### config.mk
export PLATFORM = sky130hd
export DESIGN_NAME = dual_serial_tx_flat
export DESIGN_NICKNAME = d
export VERILOG_FILES = /design/src/rtl/dual_serial_tx_if.sv /design/src/rtl/dual_serial_tx.sv /design/src/flat_wrapper.sv
export SDC_FILE = /design/constraint.sdc
export NUM_CORES = 1
export LEC_CHECK = 0
export ABC_AREA = 1
export CAP_MARGIN = 10
export CORE_MARGIN = 4
export CORE_UTILIZATION = 50
export CTS_CLUSTER_DIAMETER = 100
export DETAILED_ROUTE_END_ITERATION = 8
export PLACE_DENSITY = 0.9
export SYNTH_ARGS = -nofsm -noshare
export SYNTH_HDL_FRONTEND = slang
export SYNTH_SLANG_ARGS = --single-unit
### constraint.sdc
create_clock -name clk -period 1.95 [get_ports clk]
set_clock_uncertainty 0.15 [all_clocks]
set_input_delay 0.195 -clock clk [delete_from_list [all_inputs] [get_ports clk]]
set_output_delay 0.195 -clock clk [all_outputs]
set_load 0.01 [all_outputs]
### src/rtl/dual_serial_tx_if.sv
// Two-wire serial transmit bundle: load request, cancel and words in, serial A/B lines and framing out.
interface dual_serial_tx_if #(
  parameter int WIDTH = 9
);
  logic             start;
  logic             abort;
  logic [WIDTH-1:0] data_a;
  logic [WIDTH-1:0] data_b;
  logic             ser_a;
  logic             ser_b;
  logic             valid;
  logic             busy;
  logic             done;

  modport master (
    output start, abort, data_a, data_b,
    input  ser_a, ser_b, valid, busy, done
  );

  modport slave (
    input  start, abort, data_a, data_b,
    output ser_a, ser_b, valid, busy, done
  );
endinterface

### src/rtl/dual_serial_tx.sv
// Two-channel lockstep parallel-to-serial transmitter, one bit per clk on A and B.
// First bit one cycle after an accepted start; start is ignored while busy (no queueing).
module dual_serial_tx #(
  parameter int WIDTH     = 9,
  parameter bit MSB_FIRST = 1'b0
) (
  input  logic           clk,
  input  logic           reset,
  dual_serial_tx_if.slave bus
);
  localparam int CW = $clog2(WIDTH + 1);

  typedef enum logic [1:0] {IDLE, SHIFT, DONE} state_t;

  state_t           state_q, state_d;
  logic [WIDTH-1:0] sh_a_q, sh_a_d, sh_b_q, sh_b_d;
  logic [CW-1:0]    cnt_q, cnt_d;
  logic             ser_a_q, ser_a_d, ser_b_q, ser_b_d;
  logic             valid_q, valid_d, busy_q, busy_d, done_q, done_d;

  always_comb begin
    state_d = state_q;
    sh_a_d  = sh_a_q;
    sh_b_d  = sh_b_q;
    cnt_d   = cnt_q;
    ser_a_d = ser_a_q;
    ser_b_d = ser_b_q;
    valid_d = valid_q;
    busy_d  = busy_q;
    done_d  = 1'b0;
    case (state_q)
      IDLE: begin
        // abort beats start when both arrive in IDLE
        if (bus.start && !bus.abort) begin
          state_d = SHIFT;
          cnt_d   = CW'(1);
          valid_d = 1'b1;
          busy_d  = 1'b1;
          if (MSB_FIRST) begin
            ser_a_d = bus.data_a[WIDTH-1];
            ser_b_d = bus.data_b[WIDTH-1];
            sh_a_d  = bus.data_a << 1;
            sh_b_d  = bus.data_b << 1;
          end else begin
            ser_a_d = bus.data_a[0];
            ser_b_d = bus.data_b[0];
            sh_a_d  = bus.data_a >> 1;
            sh_b_d  = bus.data_b >> 1;
          end
        end
      end
      SHIFT: begin
        if (bus.abort) begin
          state_d = IDLE;
          ser_a_d = 1'b0;
          ser_b_d = 1'b0;
          valid_d = 1'b0;
          busy_d  = 1'b0;
        end else if (cnt_q < CW'(WIDTH)) begin
          cnt_d = cnt_q + CW'(1);
          if (MSB_FIRST) begin
            ser_a_d = sh_a_q[WIDTH-1];
            ser_b_d = sh_b_q[WIDTH-1];
            sh_a_d  = sh_a_q << 1;
            sh_b_d  = sh_b_q << 1;
          end else begin
            ser_a_d = sh_a_q[0];
            ser_b_d = sh_b_q[0];
            sh_a_d  = sh_a_q >> 1;
            sh_b_d  = sh_b_q >> 1;
          end
        end else begin
          state_d = DONE;
          ser_a_d = 1'b0;
          ser_b_d = 1'b0;
          valid_d = 1'b0;
          done_d  = 1'b1;
        end
      end
      DONE: begin
        // abort here lands in the same place as the normal exit
        state_d = IDLE;
        busy_d  = 1'b0;
      end
      default: begin
        state_d = IDLE;
        ser_a_d = 1'b0;
        ser_b_d = 1'b0;
        valid_d = 1'b0;
        busy_d  = 1'b0;
      end
    endcase
  end

  always_ff @(posedge clk or negedge reset) begin
    if (!reset) begin
      state_q <= IDLE;
      sh_a_q  <= '0;
      sh_b_q  <= '0;
      cnt_q   <= '0;
      ser_a_q <= 1'b0;
      ser_b_q <= 1'b0;
      valid_q <= 1'b0;
      busy_q  <= 1'b0;
      done_q  <= 1'b0;
    end else begin
      state_q <= state_d;
      sh_a_q  <= sh_a_d;
      sh_b_q  <= sh_b_d;
      cnt_q   <= cnt_d;
      ser_a_q <= ser_a_d;
      ser_b_q <= ser_b_d;
      valid_q <= valid_d;
      busy_q  <= busy_d;
      done_q  <= done_d;
    end
  end

  assign bus.ser_a = ser_a_q;
  assign bus.ser_b = ser_b_q;
  assign bus.valid = valid_q;
  assign bus.busy  = busy_q;
  assign bus.done  = done_q;
endmodule

### src/flat_wrapper.sv
// flat-port wrapper written by rule: the top's interface ports become plain ports
module dual_serial_tx_flat 
#(
  parameter int WIDTH     = 9,
  parameter bit MSB_FIRST = 1'b0
)
  (clk, reset, bus_start, bus_abort, bus_data_a, bus_data_b, bus_ser_a, bus_ser_b, bus_valid, bus_busy, bus_done);
  dual_serial_tx_if #(.WIDTH(WIDTH)) bus_i ();
  input  logic clk;
  input  logic reset;
  input wire logic [$bits(bus_i.start)-1:0] bus_start;
  input wire logic [$bits(bus_i.abort)-1:0] bus_abort;
  input wire logic [$bits(bus_i.data_a)-1:0] bus_data_a;
  input wire logic [$bits(bus_i.data_b)-1:0] bus_data_b;
  output wire logic [$bits(bus_i.ser_a)-1:0] bus_ser_a;
  output wire logic [$bits(bus_i.ser_b)-1:0] bus_ser_b;
  output wire logic [$bits(bus_i.valid)-1:0] bus_valid;
  output wire logic [$bits(bus_i.busy)-1:0] bus_busy;
  output wire logic [$bits(bus_i.done)-1:0] bus_done;
  assign bus_i.start = bus_start;
  assign bus_i.abort = bus_abort;
  assign bus_i.data_a = bus_data_a;
  assign bus_i.data_b = bus_data_b;
  assign bus_ser_a = bus_i.ser_a;
  assign bus_ser_b = bus_i.ser_b;
  assign bus_valid = bus_i.valid;
  assign bus_busy = bus_i.busy;
  assign bus_done = bus_i.done;
  dual_serial_tx #(.WIDTH(WIDTH), .MSB_FIRST(MSB_FIRST)) u_core (.clk(clk), .reset(reset), .bus(bus_i));
endmodule
-- After elaboration in Yosys (flattened, before gate mapping)
Index checks and enable logic that the tools add are counted.
W data, S select, Z words.
- magnitude comparators: 1
- add/subtract/negate cells: 1
- reductions and logical operators: 9
- mux-type cells: 33
- bitwise gates (word level): 1
- equal/unequal tests: 7
- operators with widths (kind ; count):
    $mux W9 ; 6
    $pmux W9 S2 ; 2
    $mux W1 ; 13
    $mux W4 ; 3
    $pmux W1 S3 ; 3
    $pmux W4 S2 ; 1
    $mux W2 ; 3
    $reduce_and A2 Y1 ; 3
    $add A4 B1 Y4 const B ; 1
    $lt A4 B4 Y1 const B ; 1
    $ne A2 B1 Y1 const B ; 2
    $ne A2 B2 Y1 const B ; 2
    $pmux W2 S2 ; 1
    $reduce_and A4 Y1 ; 1
    $ne A3 B3 Y1 const B ; 1
    $reduce_and A3 Y1 ; 1
    $eq A2 B1 Y1 const B ; 1
    $eq A2 B2 Y1 const B ; 1
    $logic_not A2 Y1 ; 1
    $pmux W1 S2 ; 1
    $reduce_bool A2 Y1 ; 1
    $logic_and A1 B1 Y1 ; 1
    $logic_not A1 Y1 ; 1
    $not A1 Y1 ; 1
- register bits: 29
- bits of input ports: 22
- output and inout port bits: 5

-- Logic depth before layout (Yosys ltp)
- word-level depth: 4
- gate-level depth with buffers: 9

-- Least setup slack after synthesis
OpenSTA, ideal clock, no wires.
- path type: register to register
- from: register u_core.cnt_q[0]
- to: register u_core.sh_a_q[5]
- path slack: 531 ps
- library setup time: 116 ps
- required time: 1684 ps
- cell stages (with the launch flop): 10
- arrival time: 1153 ps
- cell sequence: dfrtp_1 inv_1 ha_1 nand2_1 nand3_1 nand2_2 inv_4 buf_6 nand2_1 nand2_1
- word-level cells in the longest chain between the ends: 3
- ends and longest elaborated chain (what ; RTL line ; text):
    from (decl) ; dual_serial_tx.sv:17 ; logic [CW-1:0] cnt_q, cnt_d;
    from (signal assigned) ; dual_serial_tx.sv:110 ; cnt_q <= cnt_d;
    $lt A4 B4 Y1 ; dual_serial_tx.sv:59 ; end else if (cnt_q < CW'(WIDTH)) begin
    $ne A2 B1 Y1 (no source line) ; n/a ;
    $reduce_and A4 Y1 (no source line) ; n/a ;
    to (signal assigned) ; dual_serial_tx.sv:98 ; sh_a_q <= '0;
    to (signal assigned) ; dual_serial_tx.sv:108 ; sh_a_q <= sh_a_d;
    to (decl) ; dual_serial_tx.sv:16 ; logic [WIDTH-1:0] sh_a_q, sh_a_d, sh_b_q, sh_b_d;
Every way passes these cells.
A chain may end at the register's enable or synchronous reset.

-- Worst setup path after layout
- from: register u_core.cnt_q[0]
- to: register u_core.sh_b_q[0]
- word-level cells in the longest chain between the ends: 3
- ends and longest elaborated chain (what ; RTL line ; text):
    $lt A4 B4 Y1 ; dual_serial_tx.sv:59 ;
    $ne A2 B1 Y1 (no source line) ; n/a ;
    $reduce_and A4 Y1 (no source line) ; n/a ;
    to (signal assigned) ; dual_serial_tx.sv:99 ; sh_b_q <= '0;
    to (signal assigned) ; dual_serial_tx.sv:109 ; sh_b_q <= sh_b_d;
    to (decl) ; dual_serial_tx.sv:16 ;
Every way passes these cells.

==> results.yml <==
run_status:
  status: "finished clean"
route:
  detail-route-antenna-nets: 0
  drtPass1Iterations: 5
  drc: 0
  totalWireLength_mm: 2.63
  drtIter0Drc: 42
  routed-via-count: 1197
  vias_per_cell: 4.87
  post_drt_wl_per_cell_um: 10.7
die:
  die_w_um: 60.1
  dieArea_um2: 3610
  initial_utilization_pct: 53.8
  die_y_um: 60.1
  fp-row-count: 18
  io_pins: 27
  core_area_um2: 2520
grt:
  grt_start_max_net_pins: 28
  grtUsageTotal_pct: 16.4
  grt_pass1_wl_mm: 4.49
  antenna_found_initial: 0
  grt_pass1_vias: 1088
  overflow: 0
synth:
  synth_cells: 187
  synth_top_family_by_area: "simple AND/OR/NAND/NOR gates"
  yosysTopAreaCell: "dfrtp_1"
  synth_area_per_cell_um2: 7.26
  ys_seq_area_share_pct: 49.8
  synth_top_area_share_pct: 49.8
  ys_top_cells_by_area: "dfrtp_1 50%, nand2_1 32%, nand3_1 3.3%"
  synth.area.mux_share_pct: 0
  synthSimpleGateAreaFrac_pct: 41.3
  synth-adder-area-share_pct: 1.84
  synth_nets: 211
  synth_cell_types: 19
  synth_compound_area_share_pct: 1.47
  synth_xor_area_share_pct: 0
  ys_seq_elements: 27
  syn-cell-area_um2: 1360
  yosysWarnings: 0
layout:
  area_delta_synth_final_pct: 23.4
  utilization_pct: 66.4
  nets: 241
  diodes: 0
  final_common_cell: "nand2_1"
  mostFrequentLayoutCells: "117 x nand2_1, 27 x dfrtp_1, 26 x clkdlybuf4s50_1"
  drive_above_1_share_pct: 7.41
critical_path:
  cpMaxStageDelayCell: "dfrtp_1"
  cp_data_required_time_ns: 2.03
  reg2regPathDepth: 8
  critPathLaunch: "u_core.cnt_q[0]"
  start_kind: "flip-flop"
  cp-end-kind: "flip-flop"
  cpMostUsedCell: "nand2_1"
  critical_path.max_stage_delay_ns: 0.46
  r2r_setup_slack_ns: 0.30
  crit_fanout: 16
  crit_path_end: "u_core.sh_b_q[0]"
  crit_arrival_ns: 1.73
  timing.rr.start: "u_core.cnt_q[0]"
  path_class: "reg2reg"
  cp_cell_sequence: "inv_1, ha_1, nand2_1, nand3_1, nand2_2, inv_4, nand2_1, nand2_1"
  r2r-end: "u_core.sh_b_q[0]"
clocking:
  clockBufferDepth: 2
  ctsHtreeMaxLevel: 1
  cts.clk_slew.worst_paths_ns: 0.14
  cts_tree: "done"
  root_buffer: "clkbuf_4"
  insertion_delay_ns: 0.32
  clock_sinks: 27
  post_cts_buffers: 0
  cts_resized: 0
  holdBufCountCts: 0
  cts_made_buffers: 3
power_and_ir_drop:
  power_leakage_nw: 0.908
  peakVddDrop_mv: 0.761
  power_density_nw_per_um2: 853
timing:
  post-route-period-util_pct: 84.8
  setup_viol: 0
  worst_pin_slew_ns: 0.398
  slew_headroom_pct: 73.2
  rsz0062_at_grt: "no"
  slew_viol_final: 0
  setup-tns-final_ns: 0
  fmax_ghz: 0.605
  period_needed_ns: 1.65
  timing.final.hold_violations: 0
place:
  hpwl_mm: 1.97
  gp_congestion: 0.785
  io_buffers: 26
run:
  maxCapViolCount: 0
min_path:
  hp-class: "in2async"
## stage by stage
| stage | total power (W) | area, um^2 | hold slack, ns | cells | setup slack, ns |
|---|---|---|---|---|---|
| floorplan | 0.00104 | 1360 | -0.251 | 187 | 0.531 |
| global placement | 0.00119 | 1650 | 0.312 | 242 | 0.242 |
| detailed placement | 0.00120 | 1650 | 0.316 | 242 | 0.142 |
| CTS | 0.00144 | 1680 | 0.0766 | 246 | 0.295 |
| global route | 0.00154 | 1680 | 0.113 | 246 | 0.179 |
| finish | 0.00143 | 1680 | 0.0657 | 246 | 0.297 |
## cell type report
cell class,instances,area (um^2)
clock buffer,4,26.3
tap,30,37.5
inverter,10,40.0
fill,209,847
multi-input combinational,145,606
sequential,27,676
timing repair buffer,30,290
## cells in the mapped netlist
cell type and count:
a21oi_1 1, buf_2 2, buf_4 2, buf_6 1, dfrtp_1 27, ha_1 2, inv_1 7, inv_2 2
inv_4 1, nand2_1 117, nand2_2 2, nand3_1 9, nand4_1 1, nor2_1 6, nor2_2 1, nor2_4 2
o21ai_0 1, o21ai_1 2, or2_2 1
## routing by layer
metal	global-route usage (%)	up-vias	wire, um
li1	-	622	-
met1	22.0	541	1230
met2	26.9	32	1260
met3	3.89	2	129
met4	3.48	0	12
met5	0	-	0
## power by group
group / internal, W / switching [W] / total, W
registers: 0.000683 / 0.0000969 / 0.000780
clock network: 0.0000802 / 0.000160 / 0.000240
logic: 0.000190 / 0.000219 / 0.000409
total: 0.000954 / 0.000476 / 0.00143
## kinds of logic after synthesis
family	after synthesis
compound gates	4
fa+ha+maj	2
buf+inv	15
flops	27
simple gates	139
## worst max-delay path: cells and delay by family, from the launching register on
kind,cells,cell delay (ns)
fa+ha+maj,1,0.19
buf+inv,2,0.21
flops,1,0.46
simple gates,5,0.54
## state kept, by name (all words and copies together) (netlist names)
name and flops:
u_core.bus.busy 1, u_core.bus.done 1, u_core.bus.ser_a 1, u_core.bus.ser_b 1
u_core.bus.valid 1, u_core.cnt_q 4, u_core.sh_a_q 8, u_core.sh_b_q 8
u_core.state_q 2
## worst min path at each step
stage / startpoint / to / slack (ns) / depth (start not counted)
6_report: reset / u_core.sh_b_q[6] / 0.07 / 2
5_1_grt: reset / u_core.sh_b_q[7] / 0.11 / 2
4_1_cts: reset / u_core.sh_b_q[6] / 0.08 / 2
3_5_place_dp: u_core.sh_b_q[2] / u_core.sh_b_q[2] / 0.32 / 2
3_3_place_gp: u_core.sh_b_q[2] / u_core.sh_b_q[2] / 0.31 / 2
2_1_floorplan: reset / u_core.bus.busy / -0.25 / 0
Note: power is estimated with default switching activity, not from simulation.
